===== src/rtl/alu_pkg.sv =====
// rtl/alu_pkg.sv - shared word width, opcode constants and shift mode type for the ALU
package alu_pkg;

   localparam int WORD = 16;

   localparam logic [4:0] OP_ADD  = 5'b00000;
   localparam logic [4:0] OP_SUB  = 5'b00001;
   localparam logic [4:0] OP_AND  = 5'b00010;
   localparam logic [4:0] OP_OR   = 5'b00011;
   localparam logic [4:0] OP_XOR  = 5'b00100;
   localparam logic [4:0] OP_NOT  = 5'b00101;
   localparam logic [4:0] OP_NEG  = 5'b00110;
   localparam logic [4:0] OP_SHL  = 5'b00111;
   localparam logic [4:0] OP_SHR  = 5'b01000;
   localparam logic [4:0] OP_SAR  = 5'b01001;
   localparam logic [4:0] OP_SLT  = 5'b01010;
   localparam logic [4:0] OP_SLTU = 5'b01011;
   localparam logic [4:0] OP_PASSX = 5'b01100;
   localparam logic [4:0] OP_PASSY = 5'b01101;
   localparam logic [4:0] OP_MUL  = 5'b01110;
   localparam logic [4:0] OP_EQ   = 5'b01111;

   typedef enum logic [1:0] {
      SH_LEFT  = 2'd0,
      SH_RIGHT = 2'd1,
      SH_ARITH = 2'd2
   } shift_mode_t;

endpackage


===== src/rtl/alu_shifter.sv =====
// rtl/alu_shifter.sv - combinational barrel shifter: logical left/right and arithmetic right
module alu_shifter
   import alu_pkg::*;
#(
   parameter int WIDTH = WORD
) (
   input  logic [WIDTH-1:0] x,
   input  logic [3:0]       amount,
   input  shift_mode_t      mode,
   output logic [WIDTH-1:0] result
);

   always_comb begin
      result = x;
      case (mode)
         SH_LEFT:  result = x << amount;
         SH_RIGHT: result = x >> amount;
         SH_ARITH: result = $signed(x) >>> amount;
         default:  result = x;
      endcase
   end

endmodule


===== src/rtl/alu.sv =====
// rtl/alu.sv - single-cycle ALU with one registered result stage
module alu
   import alu_pkg::*;
#(
   parameter int WIDTH = WORD
) (
   output logic [WIDTH-1:0] z,
   input  logic [4:0]       ALUop,
   input  logic [WIDTH-1:0] X,
   input  logic [WIDTH-1:0] Y,
   input  logic             clk,
   input  logic             rst_n
);

   shift_mode_t      shift_mode;
   logic [WIDTH-1:0] shift_result;
   logic [WIDTH-1:0] mul_low;
   logic [WIDTH-1:0] next_z;

   always_comb begin
      shift_mode = SH_LEFT;
      case (ALUop)
         OP_SHR:  shift_mode = SH_RIGHT;
         OP_SAR:  shift_mode = SH_ARITH;
         default: shift_mode = SH_LEFT;
      endcase
   end

   alu_shifter #(.WIDTH(WIDTH)) u_shifter (
      .x      (X),
      .amount (Y[3:0]),
      .mode   (shift_mode),
      .result (shift_result)
   );

   assign mul_low = X * Y;

   // Compare results occupy bit 0 only; everything above is zero.
   always_comb begin
      next_z = '0;
      case (ALUop)
         OP_ADD:   next_z = X + Y;
         OP_SUB:   next_z = X - Y;
         OP_AND:   next_z = X & Y;
         OP_OR:    next_z = X | Y;
         OP_XOR:   next_z = X ^ Y;
         OP_NOT:   next_z = ~X;
         OP_NEG:   next_z = -X;
         OP_SHL,
         OP_SHR,
         OP_SAR:   next_z = shift_result;
         OP_SLT:   next_z = {{(WIDTH-1){1'b0}}, ($signed(X) < $signed(Y))};
         OP_SLTU:  next_z = {{(WIDTH-1){1'b0}}, (X < Y)};
         OP_PASSX: next_z = X;
         OP_PASSY: next_z = Y;
         OP_MUL:   next_z = mul_low;
         OP_EQ:    next_z = {{(WIDTH-1){1'b0}}, (X == Y)};
         default:  next_z = '0;
      endcase
   end

   always_ff @(posedge clk or negedge rst_n) begin
      if (!rst_n) begin
         z <= '0;
      end else begin
         z <= next_z;
      end
   end

endmodule


===== config.mk =====
export PLATFORM = sky130hd
export DESIGN_NAME = alu
export DESIGN_NICKNAME = d
export VERILOG_FILES = /design/src/rtl/alu_pkg.sv /design/src/rtl/alu_shifter.sv /design/src/rtl/alu.sv
export SDC_FILE = /design/constraint.sdc
export NUM_CORES = 1
export LEC_CHECK = 0
export CAP_MARGIN = 20
export CORE_AREA = 2 2 132 108
export CTS_CLUSTER_SIZE = 40
export DETAILED_ROUTE_END_ITERATION = 16
export DIE_AREA = 0 0 134 110
export DONT_BUFFER_PORTS = 1
export PLACE_DENSITY = 0.86
export SLEW_MARGIN = 10
export SYNTH_ARGS = -nofsm -noshare
export SYNTH_HDL_FRONTEND = slang
export SYNTH_HIERARCHICAL = 1
export SYNTH_SLANG_ARGS = --single-unit
export TNS_END_PERCENT = 1

===== constraint.sdc =====
create_clock -name clk -period 1 [get_ports clk]
set_input_delay 0.15 -clock clk [delete_from_list [all_inputs] [get_ports clk]]
set_output_delay 0.15 -clock clk [all_outputs]
set_load 0.01 [all_outputs]

==> results.txt, run 1 <==
* Routability Congestion: 1.21
* Fraction of registers with async set/reset: 100%
- Measured along the y axis, the die boundary spans roughly 110 µm.
* Die Wd: 134 µm
- After technology mapping, the gate count stands at around 1.2k.
- Deepest clock path buffer count: 2
- Clock tree synthesis inserted a total of 3 buffers.
* Pin count of the biggest net entering global routing: 55
* Total of buffers placed on input and output ports: 0
* Error text reported by the tool: [ERROR GRT-0232] Routing congestion too high. Check the congestion heatmap in the GUI.
* I/O pin total: 55
* Last worst endpoint in the global-route repair_timing: z[14]$_DFF_PN0_/D
- Global-route usage over all layers: 75.7%
* Kind of pin the worst path terminates on: register data pin
- Post-synth design cell area: 0.00927 mm²
- Most instantiated flip-flop cell in the synthesis netlist: dfrtp_1
- The flow did not finish.
- Syn Area/Cell: slightly below 8 µm²
- When the netlist entered floorplanning its net count stood at 1425.
- Once detailed placement completed, the half-perimeter wirelength came to 30.4 mm.
- The netlist uses 86 different library cells.
* Total number of placement rows: 38
- For this configuration, the core starts out at a cell density of between 60% and 70%.
- Number of warnings printed during yosys synthesis: 6
- Proportion of synthesized chip area in sequential cells: 4.32%
- Sinks on Clock Net: 16
- Step where the flow halted: 5_1_grt
- Flip-flop and latch count after synthesis: 16
* H-tree depth: 1
- For this run the aggregate overflow at the end of global routing stands at 4.
- Number of flops mapped to enable cells by yosys: 0
* Clock Tree Root: clkbuf_16
-- routing by layer --
metal	overflow	GRT usage, %
met1	0	73.6
met2	1	92.5
met3	0	62.9
met4	3	75.5
met5	0	41.3
-- cell usage after synthesis, types with 12 or more instances --
cell      count  area [µm²]
clkbuf_1     33         124
ha_1        100        1250
nand3_1      16        80.1
a31oi_1      14        87.6
inv_1       154         578
dfrtp_1      16         400
o21ai_0      44         220
nor2_1      146         548
o211ai_1     14         105
mux2i_1      27         270
o31ai_1      12        90.1
nor3_1       33         165
fa_1         81        1620
buf_2        25         125
nand2_1     113         424
a21oi_1      49         245
a221oi_1     24         210
a211oi_1     17         128
xnor2_1      38         333
-- logic make-up after synthesis --
| logic type | Yosys count | share of synthesized area (%) |
|---|---|---|
| flip-flops | 16 | 4.32 |
| AND/OR/NAND/NOR | 393 | 19.8 |
| adder cells (fa/ha/maj) | 181 | 31.0 |
| XOR/XNOR | 49 | 4.78 |
| AO/OA/AOI/OAI | 277 | 21.1 |
| multiplexers | 51 | 8.14 |
| buffers and inverters | 238 | 10.9 |
-- metrics by stage --
| step | instance area (µm²) | std cells | TNS [ns] | setup slack [ns] | util [%] |
|---|---|---|---|---|---|
| after floorplan | 9380 | 1205 | -43.27 | -3.67 | - |
| after global placement | 11300 | 1588 | -46.99 | -3.88 | 84.5 |
| after detailed placement | 11300 | 1588 | -48.94 | -4.05 | 84.5 |
| after CTS | 11800 | 1596 | -42.07 | -3.58 | 88.1 |
-- what timing repair did --
item,CTS
pin swaps,37
setup endpoints to repair,16
gates resized for setup,75
hold buffers,1
endpoints found under the hold margin,16
buffers inserted,3
==> run 2, diff against run 1 <==
--- a/config.mk
+++ b/config.mk
@@ -6,12 +6,11 @@
 export NUM_CORES = 1
 export LEC_CHECK = 0
 export CAP_MARGIN = 20
-export CORE_AREA = 2 2 132 108
-export CTS_CLUSTER_SIZE = 40
+export CORE_AREA = 2 2 156 158
 export DETAILED_ROUTE_END_ITERATION = 16
-export DIE_AREA = 0 0 134 110
+export DIE_AREA = 0 0 158 160
 export DONT_BUFFER_PORTS = 1
-export PLACE_DENSITY = 0.86
+export PLACE_DENSITY_LB_ADDON = 0.15
 export SLEW_MARGIN = 10
 export SYNTH_ARGS = -nofsm -noshare
 export SYNTH_HDL_FRONTEND = slang
==> run 2 against run 1 <==
The flow now finishes, with violations (setup timing). Synthesized cell count unchanged. Synthesized area unchanged.
==> results.txt, run 2 <==
* Leakage power: 5.75 nW
- In the synthesized netlist the dominant register cell turns out to be dfrtp_1.
* ANT nets after route: 0
- Total wire length: 38.8 mm
- Sequential cells were found to cover about 4.3% of the synthesized design area.
* Worst stage delay on the critical path: 0.57 ns
- P&R area growth vs syn: 31.3%
- Clock-pin slew on the worst setup and hold paths: 0.05 ns
- The number of global-route vias before repair is 10.2k.
- I/O pin total: 55
* Post-synth design cell area: just over 0.009 mm²
* Post-synth top area share: approximately 18%
* Worst Hold Endpoint: z[0]$_DFF_PN0_
* Sinks on Clock Net: 16
- Leaving out fill and tap cells, the most frequent cell in the layout is buf_4.
* Die Area: ~0.025 mm²
- The checks that failed: setup timing.
- For this run, the detailed router's first-pass iteration total came to 5.
- Cells with a size suffix above 1 make up just under 30% of the layout.
- Number of failing hold endpoints at the final stage: 0
- Total of buffers placed on input and output ports: 0
- Number of cells produced by synthesis: 1205
* GR Overflow Total: 0
- By instance count, the cell type seen most on the critical path is fa_1.
- The netlist uses 86 different library cells.
- The clock passes through at most 2 buffers.
- Based on the critical path, the design can be clocked at up to 217 MHz.
* Die Wd: around 160 µm
- After layout, the minimum clock period comes to 4.62 ns.
- The register with the most flip-flops in the final layout is z.
- Area share of xor/xnor cells in the synthesized design: 4.78%
- Die height: 160 µm
- Number of inserted diodes: 0
- Data arrival time of the worst path: 4.77 ns
* DR vias/cell: 5.71
* Share of total power in combinational logic: 91.9%
- Ranked by instance count, the synthesized netlist is headed by 154 x inv_1, 146 x nor2_1, 113 x nand2_1.
- The share of total power dissipated in the clock network is 3.9%.
- Setup violations, final: 16
- The worst hold path passes through 2 cells.
- TritonCTS created 3 clock buffers.
- The tool flagged a number of max-cap violations equal to 0.
- Crit path capture type: flop
- Result of the run: finished, violations left
- Synthesized net count: between 1k and 1.5k
- Once the floorplan was initialized, standard cells occupied 38.9% of the core.
- Slew Viols, Final: 0
- Of all nets on the critical path, the largest fanout is 45.
- Detailed placement finished with a half-perimeter wire length of 31.3 mm.
- Pin slew with the least headroom to its limit: 0.673 ns
- The critical path is of the in -> reg type.
- Adding up every negative setup slack in the final design gives -42.53 ns.
- Fraction of registers with async set/reset: 100%
- For this design the ratio of total power to cell area is 1780 mW/mm².
- Clock Tree Root: clkbuf_16
- The internal power of the cells totals between 0.01 and 0.015 W.
- Worst path setup slack after routing: -3.62 ns
* Switch Pwr: 0.0105 W
* Final net count: 1664
- In the finished design, the share of the clock period the worst path needs comes to 462%.
* Overall power: 0.0216 W
- On the critical path, the stage with the largest delay is an instance of fa_1.
* RSZ-0062 raised after global routing: true
- Yosys instantiated no cell more often than inv_1.
- Net switching is 48.5% of the power.
- Critical path, cell by cell: clkinv_4, nor2_1, fa_1, inv_1, fa_1, inv_1, fa_1, fa_1, inv_1, fa_1, fa_1, xor2_1, xnor2_1, xnor2_1, xnor2_1, xnor3_2, xnor2_1, o211ai_1
- The worst hold path belongs to the class in -> reg.
- Measured against its own limit, the worst slew margin works out to between 50 and 60%.
- Summing the areas of all fa, ha and maj instances in the mapped netlist gives 31.0% of the synthesized area.
- Flip-flop and latch count after synthesis: 16
- For this run, the number of Yosys warnings is 6.
- CTS tree: yes
* Post-route worst hold slack: between 0.15 and 0.2 ns
- Yosys attributes the largest share of cell area to fa_1 18%, ha_1 14%, inv_1 6.2%.
- Data required time of the worst path: 1.15 ns
- fa_1 takes more of the synthesized area than any other cell.
- Sequential fraction of design power: ~4.2%
- H-tree depth: 1
- Vias: 10.1k
* Wire length per cell after detailed routing: 22.0 µm
- The worst hold path begins at ALUop[1].
* Number of flops mapped to enable cells by yosys: 0
- Leaving out fill and tap cells, the most frequent cells in the layout are 294 x buf_4, 146 x inv_1, 134 x nor2_1.
* Core footprint: approximately 0.024 mm²
- Initial antenna violation count: 0
- The initialized floorplan defines 57 standard-cell rows.
- The synthesized netlist devotes 19.8% of its cell area to simple gates.
* Synth Area in Compound Gates: 21.1%
* Kind of start point of the critical path: primary input
- By area, the combinational part of the netlist is dominated by adder cells.
- The largest registers in the layout are z x16.
* Global-route usage over all layers: 31.0%
- The register with the most flip-flops in the layout has 16 of them.
* Wire length of the first global-routing pass: 60.1 mm
- Number of design-rule violations left by the first detailed-router iteration: 868
* Fill count: 2373
- Number of design rule violations left after detail routing: 0
* Multiplexer area fraction after synthesis: 8.14%
- Routability-driven placement finished with a final weighted congestion of 1.00.
- Syn Area/Cell: 7.69 µm²
* Worst IR Drop VDD: 0.00283 V
- Entering global routing, the biggest net connects 55 pins.
## run 2: cell counts after synthesis
Identical to the previous run, type by type.
## run 2: cell families after synthesis
| family | count (synthesis) |
|---|---|
| mux | 51 |
| compound gates | 277 |
| fa+ha+maj | 181 |
| simple gates | 393 |
| flops | 16 |
| xor+xnor | 49 |
| buf+inv | 238 |
## run 2: final cells by class
cell class                 instances  area, µm²  area share, %
clock buffer                       4       88.8          0.730
inverter                         166        664           5.46
multi-input combinational        951       8220           67.5
sequential                        16        400           3.29
tap                              324        405           3.33
timing repair buffer             306       2390           19.7
## run 2: metal layers
layer  global-route usage, %  vias to the layer above  routed length, µm
met2                    51.0                      395              18100
met4                    8.56                        0               1350
met5                       0                        -                  0
li1                        -                     4686                  -
met1                    43.6                     4914              17200
met3                    2.55                       86               2240
## run 2: through the flow
stage	utilization, %	cell area, µm²	cells	worst slack (ns)
floorplan	-	9380	1205	-3.67
global placement	49.2	11700	1760	-4.03
detailed placement	49.2	11700	1760	-4.04
global route	51.1	12200	1767	-3.75
CTS	50.6	12100	1767	-3.64
finish	51.1	12200	1767	-3.62
## run 2: worst max-delay path by stage
stage,start,endpoint,cells after the start
after floorplan,X[6],z[13]$_DFF_PN0_,19
after global placement,X[7],z[10]$_DFF_PN0_,19
after detailed placement,X[7],z[10]$_DFF_PN0_,19
after CTS,Y[6],z[12]$_DFF_PN0_,18
after global routing,Y[1],z[15]$_DFF_PN0_,18
final,Y[1],z[15]$_DFF_PN0_,18
## run 2: critical path, delay by kind of cell
family	cells	cell delay, ns
compound gates	1	0.19
xor+xnor	6	1.11
simple gates	1	0.06
fa+ha+maj	6	2.97
buf+inv	4	0.26
## run 2: power groups by stage
stage	logic (W)	clock network (W)	registers, W
finish	0.0199	0.000844	0.000908
global route	0.0217	0.000884	0.000938
CTS	0.0194	0.000858	0.000916
detailed placement	0.0172	0	0.000911
global placement	0.0172	0	0.000914
floorplan	0.0112	0	0.000893
## run 2: timing repair
action | 4_1_cts | 5_1_grt
setup endpoints to repair | 16 | 16
hold endpoints to repair | 16 | 0
pin swaps | 25 | 16
hold buffers | 1 | 0
resized for setup | 48 | 23
buffers inserted | 2 | 0
Note: power is estimated with default switching activity, not from simulation.
==> run 3, diff against run 2 <==
--- a/config.mk
+++ b/config.mk
@@ -10,6 +10,8 @@
 export DETAILED_ROUTE_END_ITERATION = 16
 export DIE_AREA = 0 0 158 160
 export DONT_BUFFER_PORTS = 1
+export GPL_ROUTABILITY_DRIVEN = 0
+export HOLD_SLACK_MARGIN = 0.12
 export PLACE_DENSITY_LB_ADDON = 0.15
 export SLEW_MARGIN = 10
 export SYNTH_ARGS = -nofsm -noshare
==> run 3 against run 2 <==
The flow still finishes with violations (setup timing). Global-route usage down 1.6 points. Die area unchanged. Final area down 2.0%. Non-clock buffer count down 13. Count of clock-buffer cells in the layout unchanged. Largest cell class unchanged. First-iteration DRC count up 7.4%.
==> results.txt, run 3 (synthesized netlist as in run 2, its figures left out) <==
- Result of the run: finished, violations left
- The checks that failed: setup timing.
* Clock Tree Root: clkbuf_16
- Final critical-path share of the clock period: 464%
- In this run the tightest slew margin relative to its limit is around 57%.
- The routed layout has roughly 9.9k vias.
- The worst path in the final design needs a cycle of 4.64 ns, including I/O delays and setup.
* P&R area growth vs syn: 28.8%
- Before CTS, the worst setup slack after placement is -3.94 ns.
- DR vias/cell: 5.67
- In the routed design, unresolved DRC markers number 0.
* Setup Buffers After CTS: 0
- Non-Filler Instances: 1754
- Data required time of the worst path: ~1.1 ns
- Largest registers in the final layout: z x16
* Deepest clock path buffer count: 2
- The count of final hold-check violations was 0.
- Most crowded layer after global routing: met2
- Vias in the first global route: approximately 9.9k
- In this design, the critical path's most frequently occurring cell is fa_1.
- Global routing used under 10% of the available met3 tracks.
- Total number of placement rows: 57
- Global routing finished with a remaining overflow of 0.
- TritonRoute pass-1 iters: 8
- Dividing the detail-routed wire length by the instance count gives between 20 and 25 µm.
* Crit path capture type: flop
- Clock-pin slew on the worst setup and hold paths: about 0.05 ns
* Most flop-heavy register: z
- The total count of max-transition violations in the final report came to 0.
- For the pin with the worst max-slew slack, the measured transition is 0.650 ns.
* Die Area: 0.0253 mm²
- Core footprint: 0.0238 mm²
- The first global-routing pass estimated 56.9 mm of wire.
- Once detailed placement completed, the half-perimeter wirelength came to approximately 30 mm.
- Pin count of the biggest net entering global routing: 55
- Number of design-rule violations left by the first detailed-router iteration: about 930
- In this run the number of H-tree levels came out at 1.
- In this run the vertical extent of the chip is ~160 µm.
- I/O pin total: 55
* Data arrival time of the worst path: 4.74 ns
* Hold_sp: ALUop[1]
- For this run, global-route usage on met2 was measured as between 40% and 50%.
- The worst hold path passes through 2 cells.
- Worst stage delay on the critical path: 0.54 ns
- Across the VDD grid, the largest voltage drop is 0.00225 V.
- Initial antenna violation count: 0
* Max cap viols: 0
- Number of inserted diodes: 0
- Ratio of cells with drive above 1 in the final layout: 28.1%
* TritonCTS Buffers: 3
- Along the worst path, the maximum fanout reaches 8.
- Die Wd: 158 µm
* Global-route usage over all layers: between 20% and 30%
- Derived from the worst setup path, the maximum achievable clock frequency is 216 MHz.
- The worst setup path is of the in -> reg kind.
* Commonest non-fill, non-tap cells in the layout: 285 x buf_4, 143 x inv_1, 136 x nor2_1
- Power per unit of standard cell area: 1690 mW/mm²
- # placed instances: 1749
* Kind of start point of the critical path: primary input
* Setup violations, final: 16
- TritonCTS built the clock tree.
- The net count of the finished layout is 1651.
- Once detail routing completed, the nets flagged for antenna violations numbered 0.
* Total of buffers placed on input and output ports: 0
* Master of the slowest instance on the critical path: or4_1
- Critical path, cell by cell: inv_1, buf_4, nor2_1, fa_1, inv_1, fa_1, inv_1, fa_1, fa_1, fa_1, inv_1, fa_1, inv_1, ha_1, or4_1, a31oi_1, o211ai_1
- Once routing completed, OpenROAD measured the worst setup slack at -3.64 ns.
- Total wire length: 37.4 mm
* Max reg flops: 16
* Met1 Use GR: approximately two fifths
- In this run the static leakage power is 5.65 nW.
- The worst hold path belongs to the class in -> reg.
- Starting utilization of the core area: 38.9%
* RSZ-0062 raised after global routing: true
- The library cell used most frequently in the layout, excluding fill and tap cells, is buf_4.
- Sinks on Clock Net: 16
- Worst Hold Endpoint: z[0]$_DFF_PN0_
[run 3: power by group]
part           leakage, nW  switching (W)  internal (W)
Clock               0.0442       0.000218      0.000605
Sequential           0.202       0.000112      0.000775
Combinational         5.40        0.00958       0.00881
Total                 5.65        0.00992        0.0102
[run 3: metal layers]
metal  vias to the layer above  routed length (µm)
li1                       4659                   -
met1                      4738               16000
met2                       468               17100
met3                        75                3150
met4                         0                1160
met5                         -                   0
[run 3: worst max path at each step]
stage	cells after the start	slack (ns)	from	endpoint
after floorplan	19	-3.67	X[6]	z[13]$_DFF_PN0_
after global placement	18	-3.90	Y[3]	z[15]$_DFF_PN0_
after detailed placement	18	-3.94	Y[3]	z[12]$_DFF_PN0_
after CTS	19	-3.66	Y[5]	z[13]$_DFF_PN0_
after global routing	19	-3.78	Y[4]	z[13]$_DFF_PN0_
final	17	-3.64	Y[6]	z[13]$_DFF_PN0_
[run 3: worst max-delay path: cells and delay by family]
| kind | cells | cell delay, ns |
|---|---|---|
| adder cells (fa/ha/maj) | 7 | 3.20 |
| AND/OR/NAND/NOR | 2 | 0.59 |
| buffers and inverters | 6 | 0.48 |
| AO/OA/AOI/OAI | 2 | 0.32 |
[run 3: what timing repair did]
item / CTS / global route
pin swaps: 12 / 19
setup endpoints to repair: 16 / 16
hold buffers: 1 / 0
gates resized for setup: 31 / 30
hold endpoints to repair: 16 / 0
[run 3: cell type report]
cell class	instances	area, µm²
inverter	166	661
tap	324	405
fill	2393	11900
sequential	16	400
multi-input combinational	951	8120
clock buffer	4	88.8
timing repair buffer	293	2250
[run 3: per-stage QoR]
step / TNS (ns) / total power (W) / utilization (%) / area (µm²) / hold slack [ns]
after floorplan: -43.27 / 0.0121 / - / 9380 / -0.146
after global placement: -48.30 / 0.0172 / 48.7 / 11600 / -0.145
after detailed placement: -48.64 / 0.0173 / 48.7 / 11600 / -0.145
after CTS: -42.91 / 0.0187 / 49.7 / 11800 / 0.137
after global routing: -45.16 / 0.0219 / 50.1 / 11900 / 0.155
final: -42.59 / 0.0201 / 50.1 / 11900 / 0.158
